[src/rtl/pc_fetch_unit.sv]
// RV32 fetch stage: owns the PC, keeps one imem read in flight and hands {instr, pc, pc+4} to IF/ID.
// Latency gnt->if_valid_o is 2 cycles; a beat is held until if_ready_i, and redirects squash everything in flight.
module pc_fetch_unit #(
    parameter int unsigned     XLEN      = 32,
    parameter logic [XLEN-1:0] RESET_PC  = '0,
    parameter logic [31:0]     NOP_INSTR = 32'h0000_0013
) (
    input  logic            clk,
    input  logic            rst_n,
    input  logic            redirect_valid_i,
    input  logic [XLEN-1:0] redirect_pc_i,
    output logic            imem_req_o,
    output logic [XLEN-1:0] imem_addr_o,
    input  logic            imem_gnt_i,
    input  logic            imem_rvalid_i,
    input  logic [31:0]     imem_rdata_i,
    output logic            if_valid_o,
    input  logic            if_ready_i,
    output logic [31:0]     if_instr_o,
    output logic [XLEN-1:0] if_pc_o,
    output logic [XLEN-1:0] if_pc_plus4_o
);

    localparam logic [XLEN-1:0] PC_STEP = XLEN'(4);
    localparam logic [XLEN-1:0] PC_MASK = ~XLEN'(3);

    typedef enum logic [2:0] {
        S_IDLE,
        S_REQ,
        S_WAIT,
        S_HOLD,
        S_DROP
    } state_t;

    state_t          r_state;
    state_t          w_next_state;
    logic [XLEN-1:0] r_pc;
    logic [XLEN-1:0] r_if_pc;
    logic [31:0]     r_instr;

    logic            w_redirect;
    logic [XLEN-1:0] w_redirect_pc;
    logic            w_xfer;
    logic            w_capture;
    logic            w_beat_done;

    // A redirect landing in IDLE has nothing to squash and is dropped.
    assign w_redirect    = redirect_valid_i && (r_state != S_IDLE);
    assign w_redirect_pc = redirect_pc_i & PC_MASK;
    assign w_xfer        = (r_state == S_HOLD) && if_ready_i && !redirect_valid_i;
    assign w_capture     = (r_state == S_WAIT) && imem_rvalid_i && !redirect_valid_i;
    assign w_beat_done   = (r_state == S_HOLD) && (if_ready_i || redirect_valid_i);

    always_ff @(posedge clk) begin
        if (!rst_n) begin
            r_state <= S_IDLE;
        end else begin
            r_state <= w_next_state;
        end
    end

    always_comb begin
        w_next_state = r_state;
        case (r_state)
            S_IDLE: w_next_state = S_REQ;
            S_REQ: begin
                // A grant that coincides with a redirect fetched the stale address.
                if (imem_gnt_i) begin
                    w_next_state = redirect_valid_i ? S_DROP : S_WAIT;
                end
            end
            S_WAIT: begin
                if (imem_rvalid_i) begin
                    w_next_state = redirect_valid_i ? S_REQ : S_HOLD;
                end else if (redirect_valid_i) begin
                    w_next_state = S_DROP;
                end
            end
            S_HOLD: begin
                if (if_ready_i || redirect_valid_i) begin
                    w_next_state = S_REQ;
                end
            end
            // The squashed response must drain before a new request may go out.
            S_DROP: begin
                if (imem_rvalid_i) begin
                    w_next_state = S_REQ;
                end
            end
            default: w_next_state = S_IDLE;
        endcase
    end

    always_comb begin
        imem_req_o  = (r_state == S_REQ);
        imem_addr_o = r_pc;
        if_valid_o  = (r_state == S_HOLD);
    end

    always_ff @(posedge clk) begin
        if (!rst_n) begin
            r_pc    <= RESET_PC;
            r_if_pc <= RESET_PC;
            r_instr <= NOP_INSTR;
        end else begin
            if (w_redirect) begin
                r_pc <= w_redirect_pc;
            end else if (w_xfer) begin
                r_pc <= r_pc + PC_STEP;
            end

            if (w_capture) begin
                r_instr <= imem_rdata_i;
                r_if_pc <= r_pc;
            end else if (w_beat_done) begin
                r_instr <= NOP_INSTR;
            end
        end
    end

    assign if_instr_o    = r_instr;
    assign if_pc_o       = r_if_pc;
    assign if_pc_plus4_o = r_if_pc + PC_STEP;

endmodule
[config.mk]
export PLATFORM = sky130hd
export DESIGN_NAME = pc_fetch_unit
export DESIGN_NICKNAME = d
export VERILOG_FILES = /design/src/rtl/pc_fetch_unit.sv
export SDC_FILE = /design/constraint.sdc
export NUM_CORES = 1
export LEC_CHECK = 0
export ABC_AREA = 1
export BUFFER_PORTS_ARGS = -buffer_cell sky130_fd_sc_hd__buf_2
export CORE_MARGIN = 1.5
export CORE_UTILIZATION = 43
export DETAILED_ROUTE_END_ITERATION = 10
export PLACE_DENSITY_LB_ADDON = 0.2
export SETUP_SLACK_MARGIN = 0.2
export SLEW_MARGIN = 20
export SYNTH_ARGS = -nofsm -noshare
export SYNTH_HDL_FRONTEND = slang
export SYNTH_SLANG_ARGS = --single-unit
[constraint.sdc]
create_clock -name clk -period 1.5 [get_ports clk]
set_input_delay 0.3 -clock clk [delete_from_list [all_inputs] [get_ports clk]]
set_output_delay 0.3 -clock clk [all_outputs]
set_load 0.02 [all_outputs]
==> impl_metrics.ini, run 1 <==
[run_status]
run_status = stopped before the end
stop_stage = 5_1_grt
firstError = [ERROR GRT-0232] Routing congestion too high. Check the congestion heatmap in the GUI.

[die]
die_w_um = 113
fp.dieH_um = 113
ios = 200
start_util = 0.438
fp-row-count = 40

[placement]
gp_congestion = 0.912
dp_hpwl_um = 13000
io_buffers = 191

[synth]
synth_warnings = 0
ys_types = 33
avgSynthCellArea_um2 = 6.52
syn_area_um2 = 5220
ys_ff_latch = 95
synthCells = 801
synth_seq_area_share = 0.364

[global_route]
grt_max_degree = 39
grtUsageTotal = 0.672
overflow = 7

[timing]
grt_worst_setup_endpoint = if_pc_plus4_o[23]
worst_endpoint_kind = output port

[clocking]
cts_root_buffer = clkbuf_16
cts_buffers = 9
cts_hold_buf = 0
clk_path_buf_depth = 2
cts.sinks = 95
h-tree-depth = 3
[synth_stat cells (all sizes together)]
master,n,share of area
inv,57,0.041
nand3,68,0.068
o21ai,63,0.062
nand4,9,0.011
a211oi,1,0.0024
nor3,14,0.013
xnor2,10,0.017
or2,1,0.0012
o211ai,6,0.0086
nand3b,2,0.0029
buf,22,0.029
nor2,111,0.087
xor2,17,0.029
conb,1,0.00072
nand2,213,0.15
a31oi,2,0.0024
and2,1,0.0012
clkbuf,19,0.014
o22ai,3,0.0036
dfxtp,95,0.36
nor4,3,0.0036
ha,2,0.0048
a21oi,81,0.080
[logic make-up after synthesis]
kind of cell    share of synthesized area
flops                               0.364
fa+ha+maj                         0.00479
simple gates                        0.343
xor+xnor                           0.0453
buf+inv                            0.0832
compound gates                      0.159
other cells                      0.000719
[through the flow]
stage | cells | hold slack (ps) | TNS (ps) | worst slack, ps | cell area, µm²
2_1_floorplan | 806 | 438 | -1870 | -230 | 5790
3_3_place_gp | 1199 | 458 | -2860 | -261 | 7500
3_5_place_dp | 1199 | 468 | -3270 | -290 | 7500
4_1_cts | 1295 | 173 | -12300 | -575 | 10000
[metal layers]
layer  GRT overflow  track usage
met3              0        0.430
met2              1        0.904
met4              5        0.678
met1              0        0.682
met5              1       0.0510
[what timing repair did]
action,in CTS
pin swaps,107
gates resized for setup,373
setup endpoints to repair,147
cloned,20
buffers inserted,60
==> run 2: changes to the inputs <==
CORE_UTILIZATION = 28   (was 43)
PLACE_DENSITY_LB_ADDON = 0.15   (was 0.2)
SETUP_SLACK_MARGIN = default   (was 0.2)
clock period = 1.95 ns   (was 1.5 ns; I/O delays follow)
==> run 2 against run 1 <==
  * The flow now finishes, with violations (DRC, setup timing)
  * Synthesized cell count unchanged
  * Area after synthesis unchanged
==> impl_metrics.ini, run 2 <==
[run_status]
run_status = complete, but fails checks
violations = DRC, setup timing

[cells_and_area]
fin_util = 0.420
final_common_cell = nand2_1
n_fill_cell = 1974
n_antenna_cell = 0
multi_input_area_um2 = 3240
seqCellArea_um2 = 1950
area_delta_synth_final_pct = 46.1
largest_reg_flops = 32
drive_gt1_frac = 0.374
final_nets = 1107
mostFrequentLayoutCells = nand2_1 (191), buf_2 (168), nor2_1 (82)

[synth]
synth_most_common_cell = nand2_1
yosys-top-cells-count = nand2_1 (210), nor2_1 (100), dfxtp_1 (95)
synth_top_area_cell = dfxtp_1
ys_types = 33
synthCells = 801
yosys-top-cells-area = dfxtp_1 (36%), nand2_1 (15%), a21oi_1 (7.7%)
synth_seq_area_share = 0.364
synth-edff-count = 0
synthFlopType = dfxtp_1
ys_ff_latch = 95
synth_top_cell_area_share = 0.364
ys_async_sr_fraction = 0
synth_warnings = 0
syn_area_um2 = 5220
avgSynthCellArea_um2 = 6.52

[job]
cap_violations = 0

[routing]
wl_per_cell_um = 14.9
viasPerCell = 4.69
drtAntennaViolNets = 0
vias = 5955
initialDrtViolationCount = 351
wl_um = 19000
first_pass_iters = 8
drc = 13

[clocking]
h-tree-depth = 3
cts.sinks = 95
clk_latency_ps = 360
clk_path_buf_depth = 2
cts_root_buffer = clkbuf_16
cts_buffers = 9
cts_hold_buf = 0
clk_pin_slew_ps = 70
cts_tree = yes

[placement]
dp_hpwl_um = 14100
io_buffers = 191
gp_congestion = 0.880

[power]
internal-power_mw = 4.13
vdd_drop_max_mv = 0.497
leakagePower_nw = 3.43
comb_power_share = 0.337
power_mw = 6.64
power-per-cell-area_nw_per_um2 = 871
switching_share = 0.379
seqPwrFrac = 0.365
clkPwrFrac = 0.298
p_sw_mw = 2.52

[min_path]
hp-class = primary input to flop
min_from = imem_rdata_i[4]

[setup_path]
crit_type = flop to primary output
endpoint_kind = primary output
crit_start = if_pc_o[2]
worstPathArrival_ps = 1810
critPathLaunchType = flop
path_max_fanout = 4
cp_slowest_stage_delay_ps = 360
path_common_cell = buf_4
crit_slowest_cell = dfxtp_2
worstPathRequired_ps = 1560
r2r_start = imem_addr_o[2]
path_cells = ha_4 > nand2_2 > inv_2 > nand3_4 > buf_6 > buf_4 > inv_1 > nand2_1 > xnor2_1 > buf_4

[global_route]
grtUsageTotal = 0.191
overflow = 0
grt_pass1_vias = 5358
antenna_found_initial = 0
grt_pass1_wl_um = 29400
grt_util_met2 = 0.295
use_met1 = 0.267
use_met3 = 0.0234
grt_max_degree = 59
grt-busiest-layer = met2

[die]
start_util = 0.288
coreArea_um2 = 18100
die_w_um = 140
ios = 200
fp-row-count = 49
dieArea_um2 = 19500
fp.dieH_um = 140

[timing]
hold_viol = 0
maxSlewViolCount = 0
fmax_mhz = 455
setup_viol = 22
period_minus_slack_ps = 2200
rsz0062_at_grt = yes
final.setup.tns_ps = -3140
post-route-period-util = 1.13
postLayoutSetupSlackWorst_ps = -246
clock-skew-final_ps = 7.64
==> run 2: cell counts after synthesis <==
Identical to the previous run, type by type.
==> run 2: worst paths after layout <==
path | to | slack, ps | cells after the start
hold / removal | if_instr_o[4] | 260 | 3
hold reg to reg | if_instr_o[30] | 480 | 2
setup reg to reg | imem_addr_o[28] | 230 | 10
setup / recovery | if_pc_plus4_o[26] | -250 | 10
==> run 2: what timing repair did <==
item,4_1_cts,5_1_grt
buffers inserted,9,5
gates cloned,0,0
pin swaps,30,23
setup endpoints to repair,22,25
resized for setup,89,53
==> run 2: kinds of logic (layout without fill, tap and decap cells) <==
kind of cell | after synthesis | count (layout) | synth area share
simple gates | 422 | 422 | 0.343
compound gates | 156 | 156 | 0.159
buf+inv | 98 | 332 | 0.0832
flops | 95 | 95 | 0.364
xor+xnor | 27 | 27 | 0.0453
fa+ha+maj | 2 | 2 | 0.00479
other cells | 1 | 6 | 0.000719
==> run 2: metrics by stage <==
stage / area (µm²) / worst slack, ps / hold slack, ps / std cells
floorplan: 5290 / -50.3 / 525 / 806
global placement: 6740 / 31.0 / 463 / 1239
detailed placement: 6740 / -4.37 / 459 / 1239
CTS: 7410 / -293 / 245 / 1264
global route: 7630 / -350 / 261 / 1269
finish: 7630 / -246 / 256 / 1269
==> run 2: layer usage <==
metal | part of all wire | vias to the layer above
met1 | 0.48 | 2694
li1 | - | 3082
met4 | 0.025 | 0
met3 | 0.045 | 25
met5 | 0 | -
met2 | 0.45 | 154
==> run 2: power groups by stage <==
stage | clock [mW] | sequential [mW] | combinational, mW
3_5_place_dp | 0 | 2.45 | 2.17
5_1_grt | 2.09 | 2.46 | 2.47
6_report | 1.98 | 2.42 | 2.24
3_3_place_gp | 0 | 2.45 | 2.16
4_1_cts | 2.03 | 2.42 | 2.23
2_1_floorplan | 0 | 2.65 | 1.19
==> run 2: cell type report <==
| cell class | instances | area share |
|---|---|---|
| sequential | 95 | 0.255 |
| tap | 229 | 0.0376 |
| clock buffer | 10 | 0.0313 |
| inverter | 57 | 0.0284 |
| multi-input combinational | 613 | 0.425 |
| timing repair buffer | 259 | 0.210 |
| clock inverter | 6 | 0.0120 |
==> run 2: critical path: cells and delay by family, from the launching register on <==
| family | cells | cell delay, ps |
|---|---|---|
| xor gates and xnor gates | 1 | 170 |
| adders and majority gates | 1 | 140 |
| buffers and inverters | 5 | 560 |
| DFF | 1 | 360 |
| and+or+nand+nor | 3 | 220 |
Power figures use the tool's default switching activity.
==> run 3: changes to the inputs <==
clock period = 1.9 ns   (was 1.95 ns; I/O delays follow)
==> run 3 against run 2 <==
  * The run still ends with DRC, setup timing left
  * Largest power group unchanged
  * First-iteration DRC count grew 1.4%
  * Hold slack got worse by 7.9 ps
  * Global-route usage fell by 0.091 points
  * Core utilization rose by 0.15 points
  * Clock power shrank 3%
  * Critical path type unchanged
  * Largest cell class unchanged
  * Combinational power rose by 4%
  * Clock-buffer cell count shrank 1
  * Non-clock buffer count is 4 higher
  * Via count increased by 0.77%
  * Die area is the same
  * Total power grew 1.7%
  * Sequential share of layout area about the same
==> impl_metrics.ini, run 3 (synthesis gave the netlist of run 2 again) <==
[timing]
hold_viol = 0
postLayoutSetupSlackWorst_ps = -320
period_minus_slack_ps = 2220
fmax_mhz = 450
maxSlewViolCount = 0
final.setup.tns_ps = -3830
rsz0062_at_grt = yes
setup_viol = 21
post-route-period-util = 1.17
whs_ps = 248
clock-skew-final_ps = 9.32

[placement]
gp_congestion = 0.861
pre_cts_slack_ps = -23.6
placed_cell_area_um2 = 6820
dpl.cell_count = 1245
dp_hpwl_um = 14300
io_buffers = 191

[routing]
wl_um = 18900
drtAntennaViolNets = 0
vias = 6001
wl_per_cell_um = 14.9
initialDrtViolationCount = 356
drc = 14
first_pass_iters = 8
viasPerCell = 4.71

[setup_path]
worstPathRequired_ps = 1520
path_max_fanout = 2
worstRegToRegCells = 10
r2r-end = imem_addr_o[28]
endpoint_kind = primary output
path_cells = buf_6 > nand3_4 > nor2_4 > nand2_2 > nor2_2 > nand3_2 > buf_4 > nor2_4 > xor2_2 > buf_6
critPathBufInv = 3
worstPathArrival_ps = 1840
crit_family = simple AND/OR/NAND/NOR gates
critPathLaunchType = flop
crit_type = flop to primary output
rrSetupSlack_ps = 170
crit_slowest_cell = dfxtp_2
path_depth = 10
r2r_start = imem_addr_o[2]
cp_slowest_stage_delay_ps = 340

[cells_and_area]
finish.instance_area_um2 = 7650
area_delta_synth_final_pct = 46.7
n_antenna_cell = 0
mostFrequentLayoutCells = nand2_1 (190), buf_2 (168), nor2_1 (82)
stdcell_count = 1273
multi_input_area_um2 = 3250
drive_gt1_frac = 0.383
final_nets = 1111
fin_util = 0.422
n_fill_cell = 2039
final_common_cell = nand2_1
largest_reg_flops = 32
seqCellArea_um2 = 1960

[power]
comb_power_share = 0.344
leakagePower_nw = 3.47
switching_share = 0.390
seqPwrFrac = 0.371
p_sw_mw = 2.64
vdd_drop_max_mv = 0.459
clkPwrFrac = 0.285
power_mw = 6.75
power-per-cell-area_nw_per_um2 = 882
internal-power_mw = 4.12

[min_path]
whs_endpoint = if_instr_o[0]
min_from = imem_rdata_i[0]
hold-path-cell-count = 3
hp-class = primary input to flop

[global_route]
grt_pass1_vias = 5414
overflow = 0
grt_pass1_wl_um = 29100
grt_max_degree = 38
antenna_found_initial = 1
grtUsageTotal = 0.190

[job]
cap_violations = 0

[clocking]
cts_root_buffer = clkbuf_16
clk_latency_ps = 360
clk_path_buf_depth = 2
cts_buffers = 9
cts_hold_buf = 0
h-tree-depth = 3
cts_tree = yes
clk_pin_slew_ps = 80
cts.sinks = 95

[die]
start_util = 0.288
fp-row-count = 49
dieArea_um2 = 19500
fp.dieH_um = 140
ios = 200
coreArea_um2 = 18100
die_w_um = 140

[run_status]
run_status = complete, but fails checks
violations = DRC, setup timing
==> run 3: cell count changes in the layout (fill, tap and decap cells not counted), moves of 3 or more <==
cell,delta
nor2_2,+3
buf_4,+5
nor2_4,-3
dfxtp_1,-3
==> run 3: worst max path at each step <==
stage | start | to | slack (ps)
floorplan | if_pc_o[6] | if_pc_plus4_o[19] | -70
CTS | if_pc_o[2] | if_pc_plus4_o[23] | -350
global placement | if_pc_o[2] | if_pc_plus4_o[24] | -20
global route | if_pc_o[9] | if_pc_plus4_o[17] | -430
finish | if_pc_o[2] | if_pc_plus4_o[17] | -320
detailed placement | if_pc_o[2] | if_pc_plus4_o[24] | -20
==> run 3: layout make-up <==
cell class              instances  share of cell area
flip-flops and latches         95               0.256
clock buffers                   9              0.0294
well taps                     229              0.0374
clock inverters                 7              0.0114
inverters                      57              0.0280
repair buffers                263               0.214
multi-input cells             613               0.424
==> run 3: worst reg2reg max path, cell delays in order, from the launching register on <==
cell	delay (ps)
dfxtp_1	420
ha_1	200
nand2_1	100
nor2_4	150
nand2_2	150
nor2_1	240
nand2_1	80
nand2_1	60
nand3_1	90
nand2_1	80
a21oi_1	50
==> run 3: power groups by stage <==
stage	combinational (mW)	sequential, mW	clock, mW
2_1_floorplan	1.23	2.72	0
3_3_place_gp	2.24	2.53	0
5_1_grt	2.57	2.54	2.05
3_5_place_dp	2.24	2.53	0
4_1_cts	2.28	2.49	1.99
6_report	2.32	2.50	1.93
==> run 3: what timing repair did <==
item | 4_1_cts | 5_1_grt
pin swaps | 21 | 34
endpoints found under the hold margin | 0 | 0
setup endpoints to repair | 24 | 27
setup buffers | 6 | 7
resized for setup | 64 | 78
==> run 3: routing by layer <==
metal / track usage / part of all wire / vias to the layer above / routed length [µm]
met5: 0 / 0 / - / 0
met4: 0.0717 / 0.021 / 0 / 406
met3: 0.0272 / 0.048 / 22 / 902
met2: 0.294 / 0.46 / 157 / 8630
met1: 0.266 / 0.48 / 2732 / 9010
li1: - / - / 3090 / -
